$ cat src/rtl/button_pio_pkg.sv
// Shared constants for the button/switch PIO: register addresses,
// edge-mode encodings and debounce counter sizing.
package button_pio_pkg;

  localparam logic [1:0] ADDR_DATA      = 2'd0;
  localparam logic [1:0] ADDR_EDGE_MODE = 2'd1;
  localparam logic [1:0] ADDR_IRQ_MASK  = 2'd2;
  localparam logic [1:0] ADDR_EDGE_CAP  = 2'd3;

  typedef enum logic [1:0] {
    EM_RISING   = 2'b00,
    EM_FALLING  = 2'b01,
    EM_EITHER   = 2'b10,
    EM_DISABLED = 2'b11
  } edge_mode_e;

  // Counter must hold the value DEBOUNCE_CYCLES itself, so it can never wrap.
  function automatic int unsigned cnt_width(input int unsigned cycles);
    return (cycles == 0) ? 1 : $clog2(cycles + 1);
  endfunction

endpackage

$ cat src/rtl/button_pio_debounce.sv
// Single-bit input conditioner: 2-flop synchronizer followed by a
// consecutive-difference counter that toggles the debounced output.
module button_pio_debounce #(
  parameter int unsigned DEBOUNCE_CYCLES = 16
) (
  input  logic i_clk,
  input  logic i_rst_n,
  input  logic i_in,
  output logic o_db
);
  import button_pio_pkg::*;

  logic r_sync1;
  logic r_sync2;
  logic r_db;

  always_ff @(posedge i_clk or negedge i_rst_n) begin
    if (!i_rst_n) begin
      r_sync1 <= 1'b0;
      r_sync2 <= 1'b0;
    end else begin
      r_sync1 <= i_in;
      r_sync2 <= r_sync1;
    end
  end

  generate
    if (DEBOUNCE_CYCLES == 0) begin : g_bypass
      always_ff @(posedge i_clk or negedge i_rst_n) begin
        if (!i_rst_n) r_db <= 1'b0;
        else          r_db <= r_sync2;
      end
    end else begin : g_filter
      localparam int unsigned    CW      = cnt_width(DEBOUNCE_CYCLES);
      localparam logic [CW-1:0]  CNT_MAX = CW'(DEBOUNCE_CYCLES);

      logic [CW-1:0] r_cnt;

      // Toggle happens on the edge after the count reaches CNT_MAX, giving
      // a total latency of 3 + DEBOUNCE_CYCLES from the pin.
      always_ff @(posedge i_clk or negedge i_rst_n) begin
        if (!i_rst_n) begin
          r_cnt <= '0;
          r_db  <= 1'b0;
        end else if (r_sync2 == r_db) begin
          r_cnt <= '0;
        end else if (r_cnt == CNT_MAX) begin
          r_cnt <= '0;
          r_db  <= ~r_db;
        end else begin
          r_cnt <= r_cnt + 1'b1;
        end
      end
    end
  endgenerate

  assign o_db = r_db;

endmodule

$ cat src/rtl/button_pio.sv
// Avalon-MM input PIO for keys/switches: debounced data register, edge
// capture with selectable edge type, and a masked level interrupt.
module button_pio #(
  parameter int unsigned WIDTH           = 4,
  parameter int unsigned DEBOUNCE_CYCLES = 16
) (
  input  logic             clk,
  input  logic             reset_n,
  input  logic [1:0]       address,
  input  logic             chipselect,
  input  logic             write_n,
  input  logic [WIDTH-1:0] writedata,
  input  logic [WIDTH-1:0] in_port,
  output logic [WIDTH-1:0] readdata,
  output logic             irq
);
  import button_pio_pkg::*;

  logic [WIDTH-1:0] w_db;
  logic [WIDTH-1:0] w_rise;
  logic [WIDTH-1:0] w_fall;
  logic [WIDTH-1:0] w_set;
  logic [WIDTH-1:0] w_clr;
  logic             w_wr;

  logic [WIDTH-1:0] r_db_prev;
  edge_mode_e       r_edge_mode;
  logic [WIDTH-1:0] r_irq_mask;
  logic [WIDTH-1:0] r_edge_cap;

  generate
    for (genvar i = 0; i < WIDTH; i++) begin : g_bit
      button_pio_debounce #(
        .DEBOUNCE_CYCLES(DEBOUNCE_CYCLES)
      ) u_debounce (
        .i_clk   (clk),
        .i_rst_n (reset_n),
        .i_in    (in_port[i]),
        .o_db    (w_db[i])
      );
    end
  endgenerate

  assign w_wr = chipselect & ~write_n;

  always_comb begin
    w_rise = w_db & ~r_db_prev;
    w_fall = ~w_db & r_db_prev;
    unique case (r_edge_mode)
      EM_RISING:   w_set = w_rise;
      EM_FALLING:  w_set = w_fall;
      EM_EITHER:   w_set = w_rise | w_fall;
      default:     w_set = '0;
    endcase
    w_clr = (w_wr && address == ADDR_EDGE_CAP) ? writedata : '0;
  end

  // Clear is applied before set so a simultaneous new edge is never lost.
  always_ff @(posedge clk or negedge reset_n) begin
    if (!reset_n) begin
      r_db_prev   <= '0;
      r_edge_mode <= EM_RISING;
      r_irq_mask  <= '0;
      r_edge_cap  <= '0;
    end else begin
      r_db_prev <= w_db;
      if (w_wr && address == ADDR_EDGE_MODE) r_edge_mode <= edge_mode_e'(writedata[1:0]);
      if (w_wr && address == ADDR_IRQ_MASK)  r_irq_mask  <= writedata;
      r_edge_cap <= (r_edge_cap & ~w_clr) | w_set;
    end
  end

  always_comb begin
    readdata = '0;
    unique case (address)
      ADDR_DATA:      readdata = w_db;
      ADDR_EDGE_MODE: readdata[1:0] = r_edge_mode;
      ADDR_IRQ_MASK:  readdata = r_irq_mask;
      default:        readdata = r_edge_cap;
    endcase
  end

  assign irq = |(r_edge_cap & r_irq_mask);

endmodule

$ cat config.mk
export PLATFORM = sky130hd
export DESIGN_NAME = button_pio
export DESIGN_NICKNAME = d
export VERILOG_FILES = /design/src/rtl/button_pio_pkg.sv /design/src/rtl/button_pio_debounce.sv /design/src/rtl/button_pio.sv
export SDC_FILE = /design/constraint.sdc
export NUM_CORES = 1
export LEC_CHECK = 0
export ABC_AREA = 1
export ABC_CLOCK_PERIOD_IN_PS = 1270
export BUFFER_PORTS_ARGS = -buffer_cell sky130_fd_sc_hd__buf_2
export CELL_PAD_IN_SITES_DETAIL_PLACEMENT = 0
export CELL_PAD_IN_SITES_GLOBAL_PLACEMENT = 2
export CORE_ASPECT_RATIO = 1.2
export CORE_MARGIN = 4
export CORE_UTILIZATION = 35
export DETAILED_ROUTE_END_ITERATION = 12
export GPL_ROUTABILITY_DRIVEN = 0
export PLACE_DENSITY_LB_ADDON = 0.1
export SLEW_MARGIN = 30
export SYNTH_ARGS = -nofsm -noshare
export SYNTH_HDL_FRONTEND = slang
export SYNTH_SLANG_ARGS = --single-unit
$ cat constraint.sdc
create_clock -name clk -period 1.27 [get_ports clk]
set_clock_uncertainty 0.1 [all_clocks]
set_input_delay 0.3175 -clock clk [delete_from_list [all_inputs] [get_ports clk]]
set_output_delay 0.3175 -clock clk [all_outputs]
set_load 0.05 [all_outputs]
==> out/metrics.cfg, run 1 <==
[drt]
via_count = 1756
met1_length_um = 2010
wl_met3_um = 210
wl_um = 4490
dr.max_layer_used = met4
drt_iter0_drc = 67
ant_nets = 0
wl_met2_um = 2200
vias_per_cell = 4.36
firstDrtPassIters = 4
drcViolationCount = 0
wire_per_inst_um = 11.1

[sta]
max_freq_mhz = 659
worstMarginPinSlew_ns = 0.203
maxSlewHeadroom = 0.864
setup_viol = 6
fin_ws_ns = -0.247
rsz0062_at_grt = yes
min_period_ns = 1.52
period_share = 1.19
final_hold_viol_count = 0
drv_slew = 0

[global_route]
track_usage = 0.134
first_global_vias = 1820
grt_max_degree = 31
grt_pass1_wl_um = 8000
grt_overflow = 0
antenna_found_initial = 0

[worst_setup_path]
worstPathMaxFanout = 3
crit_required_ns = 0.85
worstPathArrival_ns = 1.10
start_kind = flop
setup.worst_path.end = irq
reg2reg_from = g_bit[0].u_debounce.o_db
critical_path_class = flop to primary output
critPathLaunch = r_edge_cap[0]
reg2reg_depth = 6
reg2reg_to = r_edge_cap[0]
ff2ff_setup_slack_ns = -0.06
crit_path_end_kind = primary output

[layout]
nFillCells = 622
nets = 352
regArea_mm2 = 0.00115
syn_to_final_growth_pct = 29.0
n_antenna_cell = 0
multiInputGateArea_mm2 = 0.00107
drive_gt1_frac = 0.271
finalInstanceArea_mm2 = 0.00292

[power]
finalPower_uw = 3100
p_leak_uw = 0.00150
p_switching_uw = 873
switching_share = 0.281
cellPowerDensity_mw_per_mm2 = 1060
vdd_drop_max_mv = 0.534
internal_power_uw = 2230
pwr-share-clk = 0.277
combPwrFrac = 0.190
p_seq_frac = 0.533

[clock_tree]
cts_sinks = 46
cts_htree_levels = 2
clk-insertion-delay-late_ns = 0.29
path_clk_slew_ns = 0.08
cts_root_buffer = clkbuf_8
cts_made_buffers = 5
cts.path.max_buffers = 2
cts_tree = yes

[logic_synthesis]
ys_warn_count = 0
synth_fp_nets = 305
synth-main-ff-cell = dfrtp_1
synth_cells = 275
yosysTopAreaCell = dfrtp_1
ys_types = 20
synth_common_cells = 75 x nand2_1, 47 x nor2_1, 46 x dfrtp_1
synth-edff-count = 0
yosysSeqAreaShare = 0.509
synth_area_leaders = dfrtp_1 51%, nand2_1 12%, ha_1 8.9%, nor2_1 7.8%, inv_1 7.1%
yosysMostFrequentCell = nand2_1
yosysTopAreaCellShare = 0.509
async_reset_ff_frac = 1.00
syn_area_per_cell_um2 = 8.22
ys_seq_elements = 46
synth_area_mm2 = 0.00226

[floorplan]
core_area_mm2 = 0.00617
start_util = 0.367
std_cell_rows = 31
dieArea_mm2 = 0.00782
die_h_um = 96.0
io_pins = 19
die_x_um = 81.4

[outcome]
status = finished with violations
violations = setup timing

[place]
port_buffers = 18
post_dp_cell_area_mm2 = 0.00258
dp_hpwl_um = 3310

[min_path]
hold_class = input port to flop

[run]
drv_cap = 0

==> per-stage QoR <==
step	hold slack, ns	setup TNS, ns	cells	utilization	worst slack [ns]
after floorplan	-0.0781	-0.302	275	-	-0.139
after detailed placement	0.205	-1.58	388	0.419	-0.326
after global routing	0.00770	-1.73	403	0.473	-0.318
after global placement	0.194	-1.45	388	0.419	-0.290
final	0.0280	-1.09	403	0.473	-0.247
after CTS	0.0170	-1.32	401	0.456	-0.257
==> how the worst min path moves through the flow <==
stage | start | end | slack, ns | depth (start not counted)
global placement | reset_n | r_irq_mask[3] | 0.19 | 2
CTS | in_port[3] | g_bit[3].u_debounce.r_sync1 | 0.02 | 1
floorplan | reset_n | g_bit[0].u_debounce.g_filter.r_cnt[0] | -0.08 | 0
global route | in_port[3] | g_bit[3].u_debounce.r_sync1 | 0.008 | 1
detailed placement | reset_n | r_irq_mask[3] | 0.20 | 2
finish | in_port[3] | g_bit[3].u_debounce.r_sync1 | 0.03 | 1
==> timing repair <==
item                       4_1_cts  5_1_grt
setup buffers                    7        4
hold endpoints to repair        46        0
pin swaps                        7       17
setup endpoints to repair        8       28
resized for setup               25       29
hold buffers                     1        0
==> layer usage <==
metal	GRT usage	vias up
met5	0	-
met4	0.0507	0
met3	0.0328	6
met2	0.233	33
met1	0.158	798
li1	-	919
==> flip-flops by register name, summed over array words and instances, names as in the netlist <==
register                         flops
g_bit.u_debounce.r_sync1             4
g_bit.u_debounce.r_sync2             4
r_db_prev                            4
r_irq_mask                           4
r_edge_cap                           4
g_bit.u_debounce.g_filter.r_cnt     20
r_edge_mode                          2
g_bit.u_debounce.o_db                4
==> cell type report <==
type,count,share of cell area
Sequential cell,46,0.395
Clock buffer,6,0.0283
Multi-Input combinational cell,184,0.366
Inverter,44,0.0566
Timing Repair Buffer,41,0.119
Tap cell,82,0.0352
==> placed cells by master (no fill, tap or decap), drive strengths merged <==
| master | Yosys | routed |
|---|---|---|
| nand2 | 77 | 77 |
| nor2 | 50 | 50 |
| dfrtp | 46 | 46 |
| inv | 44 | 44 |
| buf | 1 | 40 |
| nand3 | 20 | 20 |
| ha | 16 | 16 |
| o21ai | 7 | 7 |
| clkbuf | 0 | 6 |
| xnor2 | 4 | 4 |
| nand4 | 3 | 3 |
| a21boi | 2 | 2 |
| nand3b | 2 | 2 |
| xor2 | 1 | 1 |
| and2 | 1 | 1 |
| a21oi | 1 | 1 |
| dlygate4sd3 | 0 | 1 |
==> worst max-delay path: stages (launching register included) <==
cell and delay (ns):
dfrtp_1 0.42, nand2_1 0.08, nand4_1 0.13, buf_6 0.18
==> power groups by stage <==
stage | Combinational, µW | Clock, µW | Sequential (µW)
after floorplan | 324 | 0 | 1660
after global placement | 497 | 0 | 1680
after detailed placement | 501 | 0 | 1680
after CTS | 568 | 913 | 1650
after global routing | 663 | 973 | 1670
final | 590 | 858 | 1660
==> kinds of logic after synthesis <==
| kind of cell | synth area share |
|---|---|
| AO/OA/AOI/OAI | 0.0243 |
| buffers and inverters | 0.0780 |
| AND/OR/NAND/NOR | 0.281 |
| flip-flops | 0.509 |
| adder cells (fa/ha/maj) | 0.0885 |
| XOR/XNOR | 0.0194 |
(Power assumes the default switching activity.)
==> run 2: changes to the inputs <==
--- a/config.mk
+++ b/config.mk
@@ -7,5 +7,5 @@
 export LEC_CHECK = 0
 export ABC_AREA = 1
-export ABC_CLOCK_PERIOD_IN_PS = 1270
+export ABC_CLOCK_PERIOD_IN_PS = 1700
 export BUFFER_PORTS_ARGS = -buffer_cell sky130_fd_sc_hd__buf_2
 export CELL_PAD_IN_SITES_DETAIL_PLACEMENT = 0
==> constraint.sdc (replaced) <==
create_clock -name clk -period 1.7 [get_ports clk]
set_clock_uncertainty 0.1 [all_clocks]
set_input_delay 0.34 -clock clk [delete_from_list [all_inputs] [get_ports clk]]
set_output_delay 0.34 -clock clk [all_outputs]
set_load 0.05 [all_outputs]
==> out/metrics.cfg, run 2 (synthesis results as in run 1) <==
[outcome]
status = complete, no violations

[floorplan]
die_h_um = 96.0
dieArea_mm2 = 0.00782
die_x_um = 81.4
std_cell_rows = 31
io_pins = 19
core_area_mm2 = 0.00617
start_util = 0.367

[power]
p_leak_uw = 0.00138
p_seq_frac = 0.522
internal_power_uw = 1720
p_switching_uw = 650
pwr-share-clk = 0.336
vdd_drop_max_mv = 0.405
switching_share = 0.274
combPwrFrac = 0.142
cellPowerDensity_mw_per_mm2 = 913

[global_route]
grt_overflow = 0
track_usage = 0.115
first_global_vias = 1550
antenna_found_initial = 0
grt_max_degree = 31
grt_pass1_wl_um = 6800

[clock_tree]
cts_made_buffers = 5
cts.path.max_buffers = 2
path_clk_slew_ns = 0.09
cts_tree = yes
cts_sinks = 46
clk-insertion-delay-late_ns = 0.29
cts_htree_levels = 2
postCtsSetupBuffers = 0
cts_root_buffer = clkbuf_8

[place]
dp_hpwl_um = 3090
place_inst = 376
port_buffers = 18

[drt]
ant_nets = 0
wl_met2_um = 1840
firstDrtPassIters = 4
wl_met3_um = 136
vias_per_cell = 4.25
wire_per_inst_um = 10.4
drt_iter0_drc = 55
wl_um = 4010
dr.max_layer_used = met4
met1_length_um = 1960
drcViolationCount = 0
via_count = 1638

[layout]
syn_to_final_growth_pct = 14.8
nets = 332
stdcell_count = 385
n_antenna_cell = 0
regMostFlops = g_bit.u_debounce.g_filter.r_cnt
nFillCells = 625
largest_reg_flops = 20
regArea_mm2 = 0.00115
final_common_cell = nand2_1
final_cell_mix = 75 x nand2_1, 46 x nor2_1, 44 x dfrtp_1
multiInputGateArea_um2 = 936
drive_gt1_frac = 0.119

[sta]
final_hold_viol_count = 0
period_share = 0.948
tns_ns = 0
min_period_ns = 1.61
drv_slew = 0
maxSlewHeadroom = 0.725
worstMarginPinSlew_ns = 0.413
rsz0062_at_grt = no
max_freq_mhz = 621
setup_viol = 0

[worst_setup_path]
crit_path_end_kind = primary output
max_stage_delay_ns = 0.45
critical_path_class = flop to primary output
cp_slowest_cell = dfrtp_1
worstPathArrival_ns = 1.17
worstPathMaxFanout = 6
start_kind = flop
crit_required_ns = 1.26
crit_chain = nand2_1 > nand4_1 > buf_2

[run]
drv_cap = 0

[min_path]
hold_class = input port to flop

## run 2: cell count changes in the layout (fill, tap and decap cells not counted), sizes merged
| cell | previous run | this run |
|---|---|---|
| bufinv | 0 | 1 |
| buf | 40 | 20 |
| clkinvlp | 0 | 1 |
## run 2: final timing paths
path | from | endpoint | slack, ns | depth (start not counted)
setup reg to reg | g_bit[2].u_debounce.o_db | r_edge_cap[2] | 0.42 | 5
max in group asynchronous | reset_n | r_edge_mode[0] | 0.58 | 3
min in group asynchronous | reset_n | r_edge_cap[2] | 0.41 | 2
setup / recovery | g_bit[0].u_debounce.o_db | readdata[0] | 0.09 | 3
hold / removal | in_port[3] | g_bit[3].u_debounce.r_sync1 | 0.04 | 1
hold reg to reg | g_bit[2].u_debounce.r_sync1 | g_bit[2].u_debounce.r_sync2 | 0.25 | 0
## run 2: cell type report
class / count / area share
sequential: 46 / 0.445
tap: 82 / 0.0395
inverter: 44 / 0.0636
clock buffer: 6 / 0.0280
clock inverter: 2 / 0.0145
multi-input combinational: 184 / 0.361
timing repair buffer: 21 / 0.0492
## run 2: what timing repair did
action | CTS | global route
resized for setup | 0 | 3
endpoints found under the setup margin | 0 | 4
endpoints found under the hold margin | 16 | 0
hold buffers | 1 | 0
## run 2: critical path, delay by kind of cell (launching register included)
| family | cells | cell delay (ns) |
|---|---|---|
| buf+inv | 1 | 0.26 |
| simple gates | 2 | 0.17 |
| flops | 1 | 0.45 |
## run 2: routing by layer
layer,up-vias,GRT usage
met1,727,0.147
li1,885,-
met3,6,0.0309
met5,-,0
met4,0,0.0479
met2,20,0.183
## run 2: per-stage QoR
step | worst slack [ns] | hold WS [ns] | utilization | instance area, µm² | total power, µW
floorplan | 0.244 | -0.0556 | - | 2260 | 1480
global placement | 0.0500 | 0.195 | 0.400 | 2470 | 1600
detailed placement | 0.0427 | 0.198 | 0.400 | 2470 | 1600
CTS | 0.00855 | 0.0330 | 0.420 | 2590 | 2410
global route | 0.00430 | 0.0267 | 0.421 | 2590 | 2510
finish | 0.0889 | 0.0443 | 0.421 | 2590 | 2370
## run 2: power groups by stage
stage / Combinational, µW / Sequential (µW) / Clock, µW
floorplan: 240 / 1240 / 0
global placement: 338 / 1260 / 0
detailed placement: 342 / 1260 / 0
CTS: 345 / 1240 / 828
global route: 385 / 1250 / 873
finish: 336 / 1240 / 796
==> run 3: changes to the inputs <==
ABC_CLOCK_PERIOD_IN_PS = 1450   (was 1700)
CELL_PAD_IN_SITES_DETAIL_PLACEMENT = 1   (was 0)
CELL_PAD_IN_SITES_GLOBAL_PLACEMENT = 1   (was 2)
CORE_UTILIZATION = 40   (was 35)
clock period = 1.45 ns   (was 1.7 ns; I/O delays follow)
==> out/metrics.cfg, run 3 (synthesis results as in run 1) <==
[min_path]
holdPathStages = 3
worst_hold_startpoint = writedata[3]
hold_class = input port to flop
hold_end = r_irq_mask[3]

[worst_setup_path]
reg2reg_from = g_bit[0].u_debounce.o_db
critical_path_class = flop to primary output
worstPathMaxFanout = 2
crit_required_ns = 1.06
reg2reg_to = r_edge_cap[0]
max_stage_delay_ns = 0.44
worstPathArrival_ns = 1.09
crit_path_end_kind = primary output
ff2ff_setup_slack_ns = 0.12
start_kind = flop
cp_slowest_cell = dfrtp_2
crit_chain = nand2_1 > nand4_1 > buf_6
reg2reg_depth = 6

[layout]
stdcell_count = 381
nets = 348
fin_util = 0.515
final_common_cell = nand2_1
final_cell_mix = 74 x nand2_1, 46 x nor2_1, 43 x inv_1
drive_gt1_frac = 0.176
largest_reg_flops = 20
n_antenna_cell = 0
syn_to_final_growth_pct = 22.4
regMostFlops = g_bit.u_debounce.g_filter.r_cnt

[floorplan]
io_pins = 19
die_h_um = 90.4
die_x_um = 76.6
core_area_mm2 = 0.00537
dieArea_mm2 = 0.00692
start_util = 0.421
std_cell_rows = 29

[global_route]
track_usage = 0.153
grt_overflow = 0
first_global_vias = 1920
antenna_found_initial = 0
grt_pass1_wl_um = 8560
grt_max_degree = 47

[clock_tree]
cts_htree_levels = 2
cts_made_buffers = 5
cts.path.max_buffers = 2
clk-insertion-delay-late_ns = 0.30
cts_root_buffer = clkbuf_8
path_clk_slew_ns = 0.09
cts_sinks = 46
cts_tree = yes

[sta]
rsz0062_at_grt = yes
drv_slew = 0
max_freq_mhz = 676
maxSlewHeadroom = 0.829
fin_ws_ns = -0.0283
worstMarginPinSlew_ns = 0.257
final_hold_viol_count = 0
period_share = 1.02
min_period_ns = 1.48
setup_viol = 3

[drt]
ant_nets = 0
via_count = 1771
drcViolationCount = 0
wire_per_inst_um = 12.6
drt_iter0_drc = 58
vias_per_cell = 4.65
firstDrtPassIters = 4
wl_um = 4790

[place]
port_buffers = 18
place_inst = 360
dp_slack_ns = -0.0471
dp_hpwl_um = 3430

[power]
p_leak_uw = 0.00147
vdd_drop_max_mv = 0.559
cellPowerDensity_mw_per_mm2 = 1050

[outcome]
violations = setup timing
status = finished with violations

[run]
drv_cap = 0

-- run 3: cell types whose count changed in the layout (fill, tap and decap cells not counted), sizes merged --
cell         delta
clkbuf          -1
dlygate4sd3     +4
clkinvlp        +1
buf            +12
-- run 3: through the flow --
step | cell area [µm²] | hold WS (ns) | TNS (ns) | total power (µW)
finish | 2770 | 0.138 | -0.0363 | 2900
global route | 2770 | 0.157 | -0.251 | 3070
CTS | 2720 | 0.126 | -0.0735 | 2930
detailed placement | 2470 | 0.197 | -0.165 | 1890
global placement | 2470 | 0.197 | -0.109 | 1880
floorplan | 2260 | -0.106 | 0 | 1740
-- run 3: how the worst max path moves through the flow --
stage	start	to	slack [ns]	depth (start not counted)
after floorplan	r_edge_mode[0]	readdata[0]	0.07	3
after global placement	address[1]	readdata[0]	-0.03	5
after detailed placement	address[1]	readdata[2]	-0.05	5
after CTS	r_edge_cap[0]	readdata[0]	-0.03	3
after global routing	r_edge_cap[1]	irq	-0.06	3
final	g_bit[0].u_debounce.o_db	readdata[0]	-0.03	3
-- run 3: area by class of cell --
type	count	area, µm²
Fill cell	663	2600
Multi-Input combinational cell	184	961
Clock buffer	5	68.8
Clock inverter	3	45.0
Sequential cell	46	1160
Inverter	44	165
Timing Repair Buffer	37	293
Tap cell	62	77.6
-- run 3: where the power goes --
group          total [µW]  internal [µW]  switching, µW
combinational         490            196            294
clock                 963            513            450
sequential           1450           1370           74.1
-- run 3: layer usage --
metal,routed length (µm),GRT usage,part of all wire
met5,0,0,0
met4,76,0.0544,0.016
met3,133,0.0309,0.028
met2,2480,0.274,0.52
met1,2100,0.179,0.44
-- run 3: critical path: cells and delay by family (launching register included) --
family                 cells  cell delay [ns]
DFF                        1             0.44
buffers and inverters      1             0.17
and+or+nand+nor            2             0.17
-- run 3: what timing repair did --
action                                  4_1_cts  5_1_grt
hold buffers                                  5        0
buffers inserted                              5        3
hold endpoints to repair                     50        0
endpoints found under the setup margin        5        8
pin swaps                                     8        4
resized for setup                            16        5
